**config.mk**
```make
export PLATFORM = sky130hd
export DESIGN_NAME = lockstep_mode_ctrl
export DESIGN_NICKNAME = d
export VERILOG_FILES = /design/src/rtl/lockstep_pkg.sv /design/src/rtl/lockstep_outstanding_cnt.sv /design/src/rtl/lockstep_mode_ctrl.sv
export SDC_FILE = /design/constraint.sdc
export NUM_CORES = 1
export LEC_CHECK = 0
export BUFFER_PORTS_ARGS = -buffer_cell sky130_fd_sc_hd__buf_2
export CAP_MARGIN = 30
export CORE_MARGIN = 1
export CORE_UTILIZATION = 40
export DETAILED_ROUTE_END_ITERATION = 10
export SLEW_MARGIN = 20
export SYNTH_ARGS = -nofsm -noshare
export SYNTH_HDL_FRONTEND = slang
export SYNTH_SLANG_ARGS = --single-unit
```
**constraint.sdc**
```tcl
create_clock -name clk_i -period 1.8 [get_ports clk_i]
set_input_delay 0.27 -clock clk_i [delete_from_list [all_inputs] [get_ports clk_i]]
set_output_delay 0.27 -clock clk_i [all_outputs]
set_load 0.05 [all_outputs]
```
**src/rtl/lockstep_pkg.sv**
```systemverilog
// Shared types and constants for the lockstep mode controller.
package lockstep_pkg;

  typedef enum logic [1:0] {
    StRun,
    StBlock,
    StDrain,
    StSwitch
  } lockstep_ctrl_state_e;

  localparam int unsigned LS_NB_CORES = 8;
  localparam int unsigned LS_TIMEOUT  = 1024;

  localparam logic LS_MODE_INDEP    = 1'b0;
  localparam logic LS_MODE_LOCKSTEP = 1'b1;

endpackage

```
**src/rtl/lockstep_outstanding_cnt.sv**
```systemverilog
// Per-port outstanding-transaction counter; saturates at both ends and flags the attempt.
module lockstep_outstanding_cnt #(
  parameter int unsigned Width = 2
) (
  input  logic clk_i,
  input  logic rst_ni,
  input  logic inc_i,
  input  logic dec_i,
  output logic zero_o,
  output logic ovf_o,
  output logic udf_o
);

  logic [Width-1:0] cnt_q, cnt_d;

  // Next count; simultaneous inc and dec cancel out.
  always_comb begin
    cnt_d = cnt_q;
    ovf_o = 1'b0;
    udf_o = 1'b0;
    if (inc_i && !dec_i) begin
      if (&cnt_q) ovf_o = 1'b1;
      else        cnt_d = cnt_q + Width'(1);
    end else if (dec_i && !inc_i) begin
      if (cnt_q == '0) udf_o = 1'b1;
      else             cnt_d = cnt_q - Width'(1);
    end
  end

  // Count register.
  always_ff @(posedge clk_i or negedge rst_ni) begin
    if (!rst_ni) cnt_q <= '0;
    else         cnt_q <= cnt_d;
  end

  assign zero_o = (cnt_q == '0);

endmodule

```
**src/rtl/lockstep_mode_ctrl.sv**
```systemverilog
// Sequences lockstep mode entry/exit: block new requests, drain, switch, release.
// Also watches the core request vector for divergence while in lockstep.
module lockstep_mode_ctrl
  import lockstep_pkg::*;
#(
  parameter int unsigned NB_CORES = LS_NB_CORES,
  parameter int unsigned OUT_W    = 2,
  parameter int unsigned TIMEOUT  = LS_TIMEOUT,
  parameter int unsigned ERRCNT_W = 8
) (
  input  logic                clk_i,
  input  logic                rst_ni,
  input  logic                mode_req_valid_i,
  input  logic                mode_req_i,
  output logic                mode_ack_o,
  output logic                mode_err_o,
  output logic                busy_o,
  output logic                lockstep_mode_o,
  output logic                block_o,
  input  logic [NB_CORES-1:0] core_req_i,
  input  logic [NB_CORES-1:0] ic_gnt_i,
  input  logic [NB_CORES-1:0] ic_rvalid_i,
  output logic                mismatch_o,
  output logic [ERRCNT_W-1:0] mismatch_cnt_o,
  output logic                protocol_err_o,
  input  logic                clr_err_i
);

  localparam int unsigned TmrW = (TIMEOUT > 1) ? $clog2(TIMEOUT) : 1;

  lockstep_ctrl_state_e state_q;
  logic                 mode_q, target_q, block_q, ack_q, err_q;
  logic [TmrW-1:0]      tmr_q;

  logic [NB_CORES-1:0] cnt_zero, cnt_ovf, cnt_udf;

  for (genvar p = 0; p < NB_CORES; p++) begin : g_cnt
    lockstep_outstanding_cnt #(
      .Width (OUT_W)
    ) u_cnt (
      .clk_i  (clk_i),
      .rst_ni (rst_ni),
      .inc_i  (core_req_i[p] & ic_gnt_i[p]),
      .dec_i  (ic_rvalid_i[p]),
      .zero_o (cnt_zero[p]),
      .ovf_o  (cnt_ovf[p]),
      .udf_o  (cnt_udf[p])
    );
  end

  // Mode-change sequencer; the mode flips on the DRAIN->SWITCH edge together with the ack.
  always_ff @(posedge clk_i or negedge rst_ni) begin
    if (!rst_ni) begin
      state_q  <= StRun;
      mode_q   <= LS_MODE_INDEP;
      target_q <= LS_MODE_INDEP;
      block_q  <= 1'b0;
      ack_q    <= 1'b0;
      err_q    <= 1'b0;
      tmr_q    <= '0;
    end else begin
      ack_q <= 1'b0;
      err_q <= 1'b0;
      unique case (state_q)
        StRun: begin
          if (mode_req_valid_i) begin
            if (mode_req_i == mode_q) begin
              ack_q <= 1'b1;
            end else begin
              target_q <= mode_req_i;
              block_q  <= 1'b1;
              state_q  <= StBlock;
            end
          end
        end
        // One settling cycle so a grant in the request cycle reaches the counters.
        StBlock: begin
          tmr_q   <= '0;
          state_q <= StDrain;
        end
        StDrain: begin
          if (&cnt_zero) begin
            mode_q  <= target_q;
            ack_q   <= 1'b1;
            state_q <= StSwitch;
          end else if (tmr_q == TmrW'(TIMEOUT - 1)) begin
            ack_q   <= 1'b1;
            err_q   <= 1'b1;
            block_q <= 1'b0;
            state_q <= StRun;
          end else begin
            tmr_q <= tmr_q + TmrW'(1);
          end
        end
        StSwitch: begin
          block_q <= 1'b0;
          state_q <= StRun;
        end
        default: state_q <= StRun;
      endcase
    end
  end

  logic                mm_hit;
  logic                mm_q, mm_d, perr_q, perr_d;
  logic [ERRCNT_W-1:0] mm_cnt_q, mm_cnt_d;

  // Divergence: cores disagree when the request vector is neither all-zero nor all-ones.
  assign mm_hit = (state_q == StRun) && (mode_q == LS_MODE_LOCKSTEP) && !block_q &&
                  (|core_req_i) && !(&core_req_i);

  // Error next-state: clear first so a same-cycle new error still lands.
  always_comb begin
    mm_d     = mm_q;
    mm_cnt_d = mm_cnt_q;
    perr_d   = perr_q;
    if (clr_err_i) begin
      mm_d     = 1'b0;
      mm_cnt_d = '0;
      perr_d   = 1'b0;
    end
    if (mm_hit) begin
      mm_d = 1'b1;
      if (!(&mm_cnt_d)) mm_cnt_d = mm_cnt_d + ERRCNT_W'(1);
    end
    if ((|cnt_ovf) || (|cnt_udf)) perr_d = 1'b1;
  end

  // Sticky error registers.
  always_ff @(posedge clk_i or negedge rst_ni) begin
    if (!rst_ni) begin
      mm_q     <= 1'b0;
      mm_cnt_q <= '0;
      perr_q   <= 1'b0;
    end else begin
      mm_q     <= mm_d;
      mm_cnt_q <= mm_cnt_d;
      perr_q   <= perr_d;
    end
  end

  assign mode_ack_o      = ack_q;
  assign mode_err_o      = err_q;
  assign busy_o          = (state_q != StRun);
  assign lockstep_mode_o = mode_q;
  assign block_o         = block_q;
  assign mismatch_o      = mm_q;
  assign mismatch_cnt_o  = mm_cnt_q;
  assign protocol_err_o  = perr_q;

endmodule

```
==> results.txt, run 1 <==
----------------------------------------------------
[Logic synthesis]
  Synth Area in Adders ... 12.2%
  Number of nets in the synthesized netlist ... a little over 400
  Sequential cell area fraction in the yosys report ... 35.0%
  Share of the synthesized netlist area taken by xor and xnor gates ... about 3.1%
  Gate Count Post-Synth ... 352
  Top post-synthesis cells by area ... sky130_fd_sc_hd__dfrtp_1, sky130_fd_sc_hd__ha_1, sky130_fd_sc_hd__nand2_1, sky130_fd_sc_hd__nor2_1, sky130_fd_sc_hd__inv_1
  Post-synth EDFFs ... 0
  Largest family of logic cells by synthesized area ... simple AND/OR/NAND/NOR gates
  Most common cell in the synthesized netlist ... sky130_fd_sc_hd__dfrtp_1
  Cell type with the highest aggregate area in the netlist ... sky130_fd_sc_hd__dfrtp_1
  Complex-gate fraction of the synthesized area ... 14.1%
  Synth unique cells ... 50
  Post-Synth Simple-Gate Area ... between 20 and 30%
  Leading cell types by count after synthesis ... sky130_fd_sc_hd__dfrtp_1, sky130_fd_sc_hd__nand2_1, sky130_fd_sc_hd__nor2_1
  Synthesis warning total ... 0
  Ys async rst share ... 100%
  Register bit count reported by yosys ... 43
  Cell area after synthesis ... 3070 um^2
  Proportion of netlist area held by the largest area contributor ... 35.0%
  Synthesized area per cell ... just under 9 um^2
  Predominant post-synthesis flop cell ... sky130_fd_sc_hd__dfrtp_1
  Proportion of synthesized area in mux cells ... 3.17%

[Final layout]
  Antenna Cells ... 0
  Area growth from synthesis to layout ... 25.9%
  Layout Cells excl Fill ... around 530
  Net count, final ... slightly below 500
  Fill cell count ... slightly below 700
  Cell area after layout ... 3870 um^2
  Fraction of layout cells with a size suffix above 1 ... between 20 and 30%

[CTS]
  CTS clk-pin slew, worst paths ... about 0.09 ns
  Root buffer cell ... sky130_fd_sc_hd__clkbuf_8
  Clock latency on the worst-skew pair ... between 0.3 and 0.4 ns
  CTS Sinks ... 43
  Count of H-tree levels built during CTS ... 2
  CTS Buffer Depth ... 2
  Clock tree from TritonCTS ... yes
  Number of CTS-inserted buffers ... 5

[Floorplan]
  Boundary pin count ... 44
  Number of placement rows ... 31
  Placeable core region ... between 7000 and 8000 um^2
  Die Area ... 8040 um^2
  Initial cell density of the core ... 41.9%
  Die Ht ... 89.7 um
  Horizontal die dimension ... ~90 um

[Placement]
  Post-detail-place hpwl ... roughly 5.4 mm
  Placed instance area ... around 3700 um^2
  Weighted congestion at the end of routability-driven global placement ... approximately 0.78
  Total placed cells including tap cells ... 520
  Total of buffers placed on input and output ports ... 43

[Timing]
  Relative slew slack ... between 60% and 70%
  Post-route minimum period ... 1.84 ns
  Clock skew ... 0.00514 ns
  Count of final hold-check violations ... 0
  Final setup vio count ... 7
  Setup repair after global routing missed its margin ... true
  Count of final max-slew check failures ... 0
  Setup tns final ... -0.165 ns
  Worst Setup Slack, final ... -0.0429 ns
  Least-Margin Pin Slew ... 0.481 ns
  Post-route fraction of the period consumed by the critical path ... 102%
  F_max ... roughly 0.54 GHz

[Setup path]
  Largest fanout on the critical path ... 3
  Setup CP Type ... flop to flop
  CP Data Required Time ... around 2 ns
  Arrival time of data at the critical path endpoint ... a little over 2 ns
  Kind of capture point of the worst setup path ... flop
  Startpoint types ... flop

[Global route]
  First-pass GRT wire length ... ~12 mm
  Congestion Overflow GR ... 0
  Via count of the first global-routing pass ... between 2000 and 3000
  Antenna violations before repair ... 0
  Pin count of the biggest net entering global routing ... 25
  Overall global routing resource usage ... a little under a fifth

[Pwr]
  Maximum vdd drop ... approximately 0.56 mV
  Ratio of total power to cell area ... 1030 nW/um^2
  Standby leakage power ... ~0.0018 uW

[Detailed routing]
  WL per Instance ... roughly 13 um
  Via density ... 5.20
  Pre-antenna DRT Iters ... 4
  Wire length reported by the detailed router ... 7.15 mm
  Remaining routing DRC violations ... 0
  Vias ... between 2000 and 3000
  Initial detailed-routing violation count ... 77
  Residual antenna-violating net count after detailed routing ... 0

[Flow run]
  Maxcap violations ... 0

[Worst hold path]
  Hold crit path type ... primary input to flop

[Run status]
  Violated checks ... setup timing
  Run status ... complete, but fails checks

----------------------------------------------------
[layout make-up]
class / instances / area [um^2] / share of cell area (%)
flip-flops and latches: 43 / 1080 / 27.9
multi-input cells: 275 / 1940 / 50.1
repair buffers: 84 / 538 / 13.9
clock inverters: 3 / 25.0 / 0.646
clock buffers: 5 / 68.8 / 1.78
inverters: 25 / 93.8 / 2.42
well taps: 99 / 124 / 3.20
[worst max-delay path: stages, from the launching register on]
cell,delay (ns)
sky130_fd_sc_hd__dfrtp_1,0.39
sky130_fd_sc_hd__or4_4,0.56
sky130_fd_sc_hd__nor2_4,0.12
sky130_fd_sc_hd__nand4_1,0.22
sky130_fd_sc_hd__buf_4,0.24
sky130_fd_sc_hd__a21oi_2,0.12
sky130_fd_sc_hd__a311oi_2,0.06
[where the power goes]
| group | switching (uW) | leakage, uW | internal [uW] |
|---|---|---|---|
| Sequential | 175 | 0.000559 | 1190 |
| Combinational | 1110 | 0.00122 | 878 |
| Clock | 376 | 0.0000443 | 278 |
[state kept, by name, summed over array words and instances, names as in the netlist]
name               cells
target_q               1
block_o                1
g_cnt.u_cnt.cnt_q     16
mismatch_o             1
mode_ack_o             1
mode_err_o             1
state_q                2
mismatch_cnt_o         8
tmr_q                 10
protocol_err_o         1
lockstep_mode_o        1
[stage by stage]
stage / hold slack (ns) / setup slack (ns) / utilization (%) / power [uW]
floorplan: -0.0256 / -0.0256 / - / 2560
global placement: 0.271 / -0.101 / 50.1 / 3180
detailed placement: 0.259 / -0.109 / 50.1 / 3210
CTS: 0.197 / -0.0432 / 51.7 / 3930
global route: 0.216 / -0.126 / 52.8 / 4330
finish: 0.213 / -0.0429 / 52.8 / 4000
[kinds of logic (layout without fill, tap and decap cells)]
| kind of cell | after synthesis | count (layout) |
|---|---|---|
| AO/OA/AOI/OAI | 69 | 69 |
| buffers and inverters | 35 | 117 |
| XOR/XNOR | 11 | 11 |
| AND/OR/NAND/NOR | 155 | 156 |
| flip-flops | 43 | 43 |
| multiplexers | 9 | 9 |
| adder cells (fa/ha/maj) | 30 | 30 |
[worst paths after layout]
| check | startpoint | endpoint | slack [ns] | depth (start not counted) |
|---|---|---|---|---|
| setup / recovery | g_cnt[4].u_cnt.cnt_q[0]$_DFFE_PN0P_ | tmr_q[8]$_DFFE_PN0P_ | -0.04 | 6 |
| hold / removal | clr_err_i | mismatch_cnt_o[3]$_DFF_PN0_ | 0.21 | 2 |
| setup reg to reg | g_cnt[4].u_cnt.cnt_q[0]$_DFFE_PN0P_ | tmr_q[8]$_DFFE_PN0P_ | -0.04 | 6 |
| hold reg to reg | mismatch_o$_DFFE_PN0P_ | mismatch_o$_DFFE_PN0P_ | 0.50 | 1 |
| max in group asynchronous | rst_ni | tmr_q[8]$_DFFE_PN0P_ | 0.86 | 3 |
| min in group asynchronous | rst_ni | g_cnt[0].u_cnt.cnt_q[0]$_DFFE_PN0P_ | 0.44 | 2 |
[what timing repair did]
item / 4_1_cts / 5_1_grt
gates resized for setup: 7 / 12
gates cloned: 1 / 0
buffers inserted: 0 / 5
hold buffers: 1 / 0
pin swaps: 10 / 11
endpoints found under the setup margin: 14 / 16
hold endpoints to repair: 19 / 0
[cells in the final DEF, fill, tap and decap left out, types with 5 or more instances in the layout]
cell type | netlist | final
sky130_fd_sc_hd__nor4b_1 | 5 | 5
sky130_fd_sc_hd__o21ai_0 | 14 | 14
sky130_fd_sc_hd__ha_1 | 30 | 29
sky130_fd_sc_hd__nand4_1 | 11 | 11
sky130_fd_sc_hd__xnor2_1 | 9 | 9
sky130_fd_sc_hd__nor4_1 | 5 | 5
sky130_fd_sc_hd__nand3_1 | 10 | 10
sky130_fd_sc_hd__nor2_1 | 32 | 30
sky130_fd_sc_hd__nand2_1 | 36 | 36
sky130_fd_sc_hd__buf_2 | 1 | 43
sky130_fd_sc_hd__mux2i_1 | 6 | 6
sky130_fd_sc_hd__dfrtp_1 | 43 | 39
sky130_fd_sc_hd__nor3b_1 | 6 | 6
sky130_fd_sc_hd__and2_1 | 10 | 10
sky130_fd_sc_hd__buf_4 | 0 | 39
sky130_fd_sc_hd__nor2b_1 | 13 | 11
sky130_fd_sc_hd__inv_1 | 24 | 23
sky130_fd_sc_hd__a31oi_1 | 7 | 6
sky130_fd_sc_hd__a21oi_1 | 16 | 14
sky130_fd_sc_hd__o22ai_1 | 10 | 9
sky130_fd_sc_hd__clkbuf_8 | 0 | 5
[layer usage]
layer	vias to the layer above	GRT usage (%)	part of all wire [%]
li1	1423	-	-
met1	1306	25.7	49
met2	41	31.0	47
met3	7	3.93	3.1
met4	0	3.46	0.80
met5	-	0	0
No activity file was read; power rests on OpenSTA's default activity.
==> run 2: changes to the inputs <==
--- a/config.mk
+++ b/config.mk
@@ -8,8 +8,9 @@
 export BUFFER_PORTS_ARGS = -buffer_cell sky130_fd_sc_hd__buf_2
 export CAP_MARGIN = 30
 export CORE_MARGIN = 1
-export CORE_UTILIZATION = 40
+export CORE_UTILIZATION = 52
 export DETAILED_ROUTE_END_ITERATION = 10
+export PLACE_DENSITY = 0.76
 export SLEW_MARGIN = 20
 export SYNTH_ARGS = -nofsm -noshare
 export SYNTH_HDL_FRONTEND = slang
==> results.txt, run 2 (synthesis gave the netlist of run 1 again) <==
----------------------------------------------------
[Run status]
  Run status ... complete, but fails checks
  Violated checks ... setup timing

[Final layout]
  Net count, final ... 494 (+0.20%)
  Antenna Cells ... 0 (unchanged)
  Leading cell types in the layout, fill and taps excluded ... sky130_fd_sc_hd__buf_2, sky130_fd_sc_hd__buf_4, sky130_fd_sc_hd__dfrtp_1
  Commonest non-fill, non-tap cell in the layout ... sky130_fd_sc_hd__buf_2
  Register with the most flip-flops ... g_cnt.u_cnt.cnt_q
  Max FFs per register ... 16 (unchanged)
  Layout Cells excl Fill ... 508 (-4.9%)
  Total area of multi-input combinational cells ... 1930 um^2 (-0.64%)
  Area growth from synthesis to layout ... 25.0%
  Fraction of layout cells with a size suffix above 1 ... 27.3% (-0.52 points)
  Footprint of the flip-flops and latches ... 1080 um^2 (unchanged)
  Fill cell count ... 490 (-28%)

[Timing]
  Setup repair after global routing missed its margin ... true
  Clock skew ... 0.0102 ns (+0.00510 ns)
  Tightest hold margin ... 0.244 ns (+0.0312 ns)
  Least-Margin Pin Slew ... 0.526 ns (+0.0449 ns)
  F_max ... 0.536 GHz (-1.2%)
  Worst Setup Slack, final ... -0.0658 ns (-0.0229 ns)
  Count of final max-slew check failures ... 0 (unchanged)
  Post-route minimum period ... 1.87 ns (+0.0229 ns)
  Relative slew slack ... 64.9% (-3.0 points)
  Count of final hold-check violations ... 0 (unchanged)
  Post-route fraction of the period consumed by the critical path ... 104% (+1.3 points)
  Final setup vio count ... 10 (+3)

[Setup path]
  Reg2Reg Depth ... 6 (unchanged)
  Startpoint types ... flop
  Setup crit start ... g_cnt[4].u_cnt.cnt_q[0]$_DFFE_PN0P_
  Arrival time of data at the critical path endpoint ... 2.05 ns (+0.03 ns)
  Largest fanout on the critical path ... 3 (unchanged)
  Kind of capture point of the worst setup path ... flop
  Setup CP Type ... flop to flop
  Crit Reg-Reg Startpoint ... g_cnt[4].u_cnt.cnt_q[0]$_DFFE_PN0P_
  CP Data Required Time ... 1.99 ns (about the same)

[Detailed routing]
  Remaining routing DRC violations ... 0 (unchanged)
  Residual antenna-violating net count after detailed routing ... 0 (unchanged)
  Via density ... 5.49 (+5.6%)
  Pre-antenna DRT Iters ... 4 (unchanged)
  Vias ... 2791 (+0.50%)
  Wire length reported by the detailed router ... 7.00 mm (-2.1%)
  WL per Instance ... 13.8 um (+2.9%)
  Initial detailed-routing violation count ... 138 (+79%)

[Placement]
  Post-detail-place hpwl ... 5.30 mm (-2.4%)
  Weighted congestion at the end of routability-driven global placement ... 0.816 (+4.8%)
  Setup WS pre-CTS ... -0.0900 ns (+0.0189 ns)
  Total placed cells including tap cells ... 495 (-4.8%)
  Total of buffers placed on input and output ports ... 43 (unchanged)

[Pwr]
  Net switching power figure ... 1630 uW (-2.3%)
  Power share of the sequential group ... 33.9% (about the same)
  Total power ... 3970 uW (-0.84%)
  Ratio of total power to cell area ... 1030 nW/um^2 (-0.13%)
  Sw frac ... 40.9% (-0.61 points)
  Maximum vdd drop ... 0.484 mV (-14%)
  Fraction of power consumed by the clock network ... 15.9% (-0.4 points)
  Comb power frac ... 50.2% (+0.5 points)
  Standby leakage power ... 0.00184 uW (+1.0%)
  Internal Power ... 2350 uW (+0.18%)

[CTS]
  Root buffer cell ... sky130_fd_sc_hd__clkbuf_8
  CTS Buffer Depth ... 2 (unchanged)
  CTS clk-pin slew, worst paths ... 0.09 ns (about the same)
  Clock latency on the worst-skew pair ... 0.30 ns (about the same)
  Clock tree from TritonCTS ... yes
  CTS Sinks ... 43 (unchanged)
  Count of H-tree levels built during CTS ... 2 (unchanged)
  Number of CTS-inserted buffers ... 5 (unchanged)

[Global route]
  Overall global routing resource usage ... 23.1% (+4.3 points)
  Congestion Overflow GR ... 0 (unchanged)
  Via count of the first global-routing pass ... 2638 (+4.5%)
  Antenna violations before repair ... 0 (unchanged)
  First-pass GRT wire length ... 11.3 mm (-2.0%)
  Pin count of the biggest net entering global routing ... 23 (-8.0%)

[Floorplan]
  Initial cell density of the core ... 54.8% (+13 points)
  Die Area ... 6220 um^2 (-23%)
  Horizontal die dimension ... 78.9 um (-12%)
  Number of placement rows ... 27 (-13%)
  Boundary pin count ... 44 (unchanged)
  Die Ht ... 78.9 um (-12%)
  Placeable core region ... 5610 um^2 (-24%)

[Worst hold path]
  Startpoint of the worst hold path ... clr_err_i
  Hold crit path type ... primary input to flop
  Worst hold path cell count ... 2 (unchanged)

[Flow run]
  Maxcap violations ... 0 (unchanged)

----------------------------------------------------
-- run 2: repair_timing --
item | in CTS | in global routing
endpoints found under the hold margin | 21 | 0
gates resized for setup | 9 | 7
gates cloned | 0 | 0
hold buffers | 1 | 0
setup buffers | 1 | 3
setup endpoints to repair | 11 | 16
pin swaps | 0 | 4
-- run 2: metal layers --
layer / track usage [%] / wire (um)
met3: 3.56 / 164
met4: 7.45 / 136
met1: 28.7 / 3110
met2: 41.0 / 3600
met5: 0 / 0
-- run 2: through the flow --
step | util [%] | setup TNS [ns] | instance area (um^2)
2_1_floorplan | - | -0.0434 | 3090
3_3_place_gp | 64.9 | -0.0442 | 3640
3_5_place_dp | 64.9 | -0.767 | 3640
4_1_cts | 67.6 | -0.345 | 3790
5_1_grt | 68.5 | -0.927 | 3840
6_report | 68.5 | -0.276 | 3840
-- run 2: path summary, 6_finish.rpt --
check	end	slack, ns
min in group asynchronous	g_cnt[6].u_cnt.cnt_q[1]$_DFFE_PN0P_	0.47
max reg2reg	lockstep_mode_o$_DFFE_PN0P_	-0.07
min	mismatch_cnt_o[3]$_DFF_PN0_	0.24
max in group asynchronous	tmr_q[0]$_DFFE_PN0P_	0.80
max	lockstep_mode_o$_DFFE_PN0P_	-0.07
min reg2reg	mismatch_o$_DFFE_PN0P_	0.51
-- run 2: power groups by stage --
stage	Clock (uW)	Combinational [uW]	Sequential [uW]
after floorplan	0	1050	1510
after global placement	0	1840	1340
after detailed placement	0	1880	1350
after CTS	644	1970	1340
after global routing	674	2190	1370
final	631	1990	1350
-- run 2: cell type report --
type	instances	share of cell area, %
Clock buffer	5	1.79
Clock inverter	3	0.651
Inverter	25	2.44
Multi-Input combinational cell	274	50.2
Sequential cell	43	28.1
Tap cell	72	2.34
Timing Repair Buffer	86	14.5
-- run 2: critical path: stages, from the launching register on --
cell                      delay [ns]
sky130_fd_sc_hd__dfrtp_1        0.40
sky130_fd_sc_hd__or4_4          0.56
sky130_fd_sc_hd__nor2_4         0.10
sky130_fd_sc_hd__and4_4         0.22
sky130_fd_sc_hd__buf_4          0.14
sky130_fd_sc_hd__nand2_2        0.06
sky130_fd_sc_hd__mux2_4         0.29
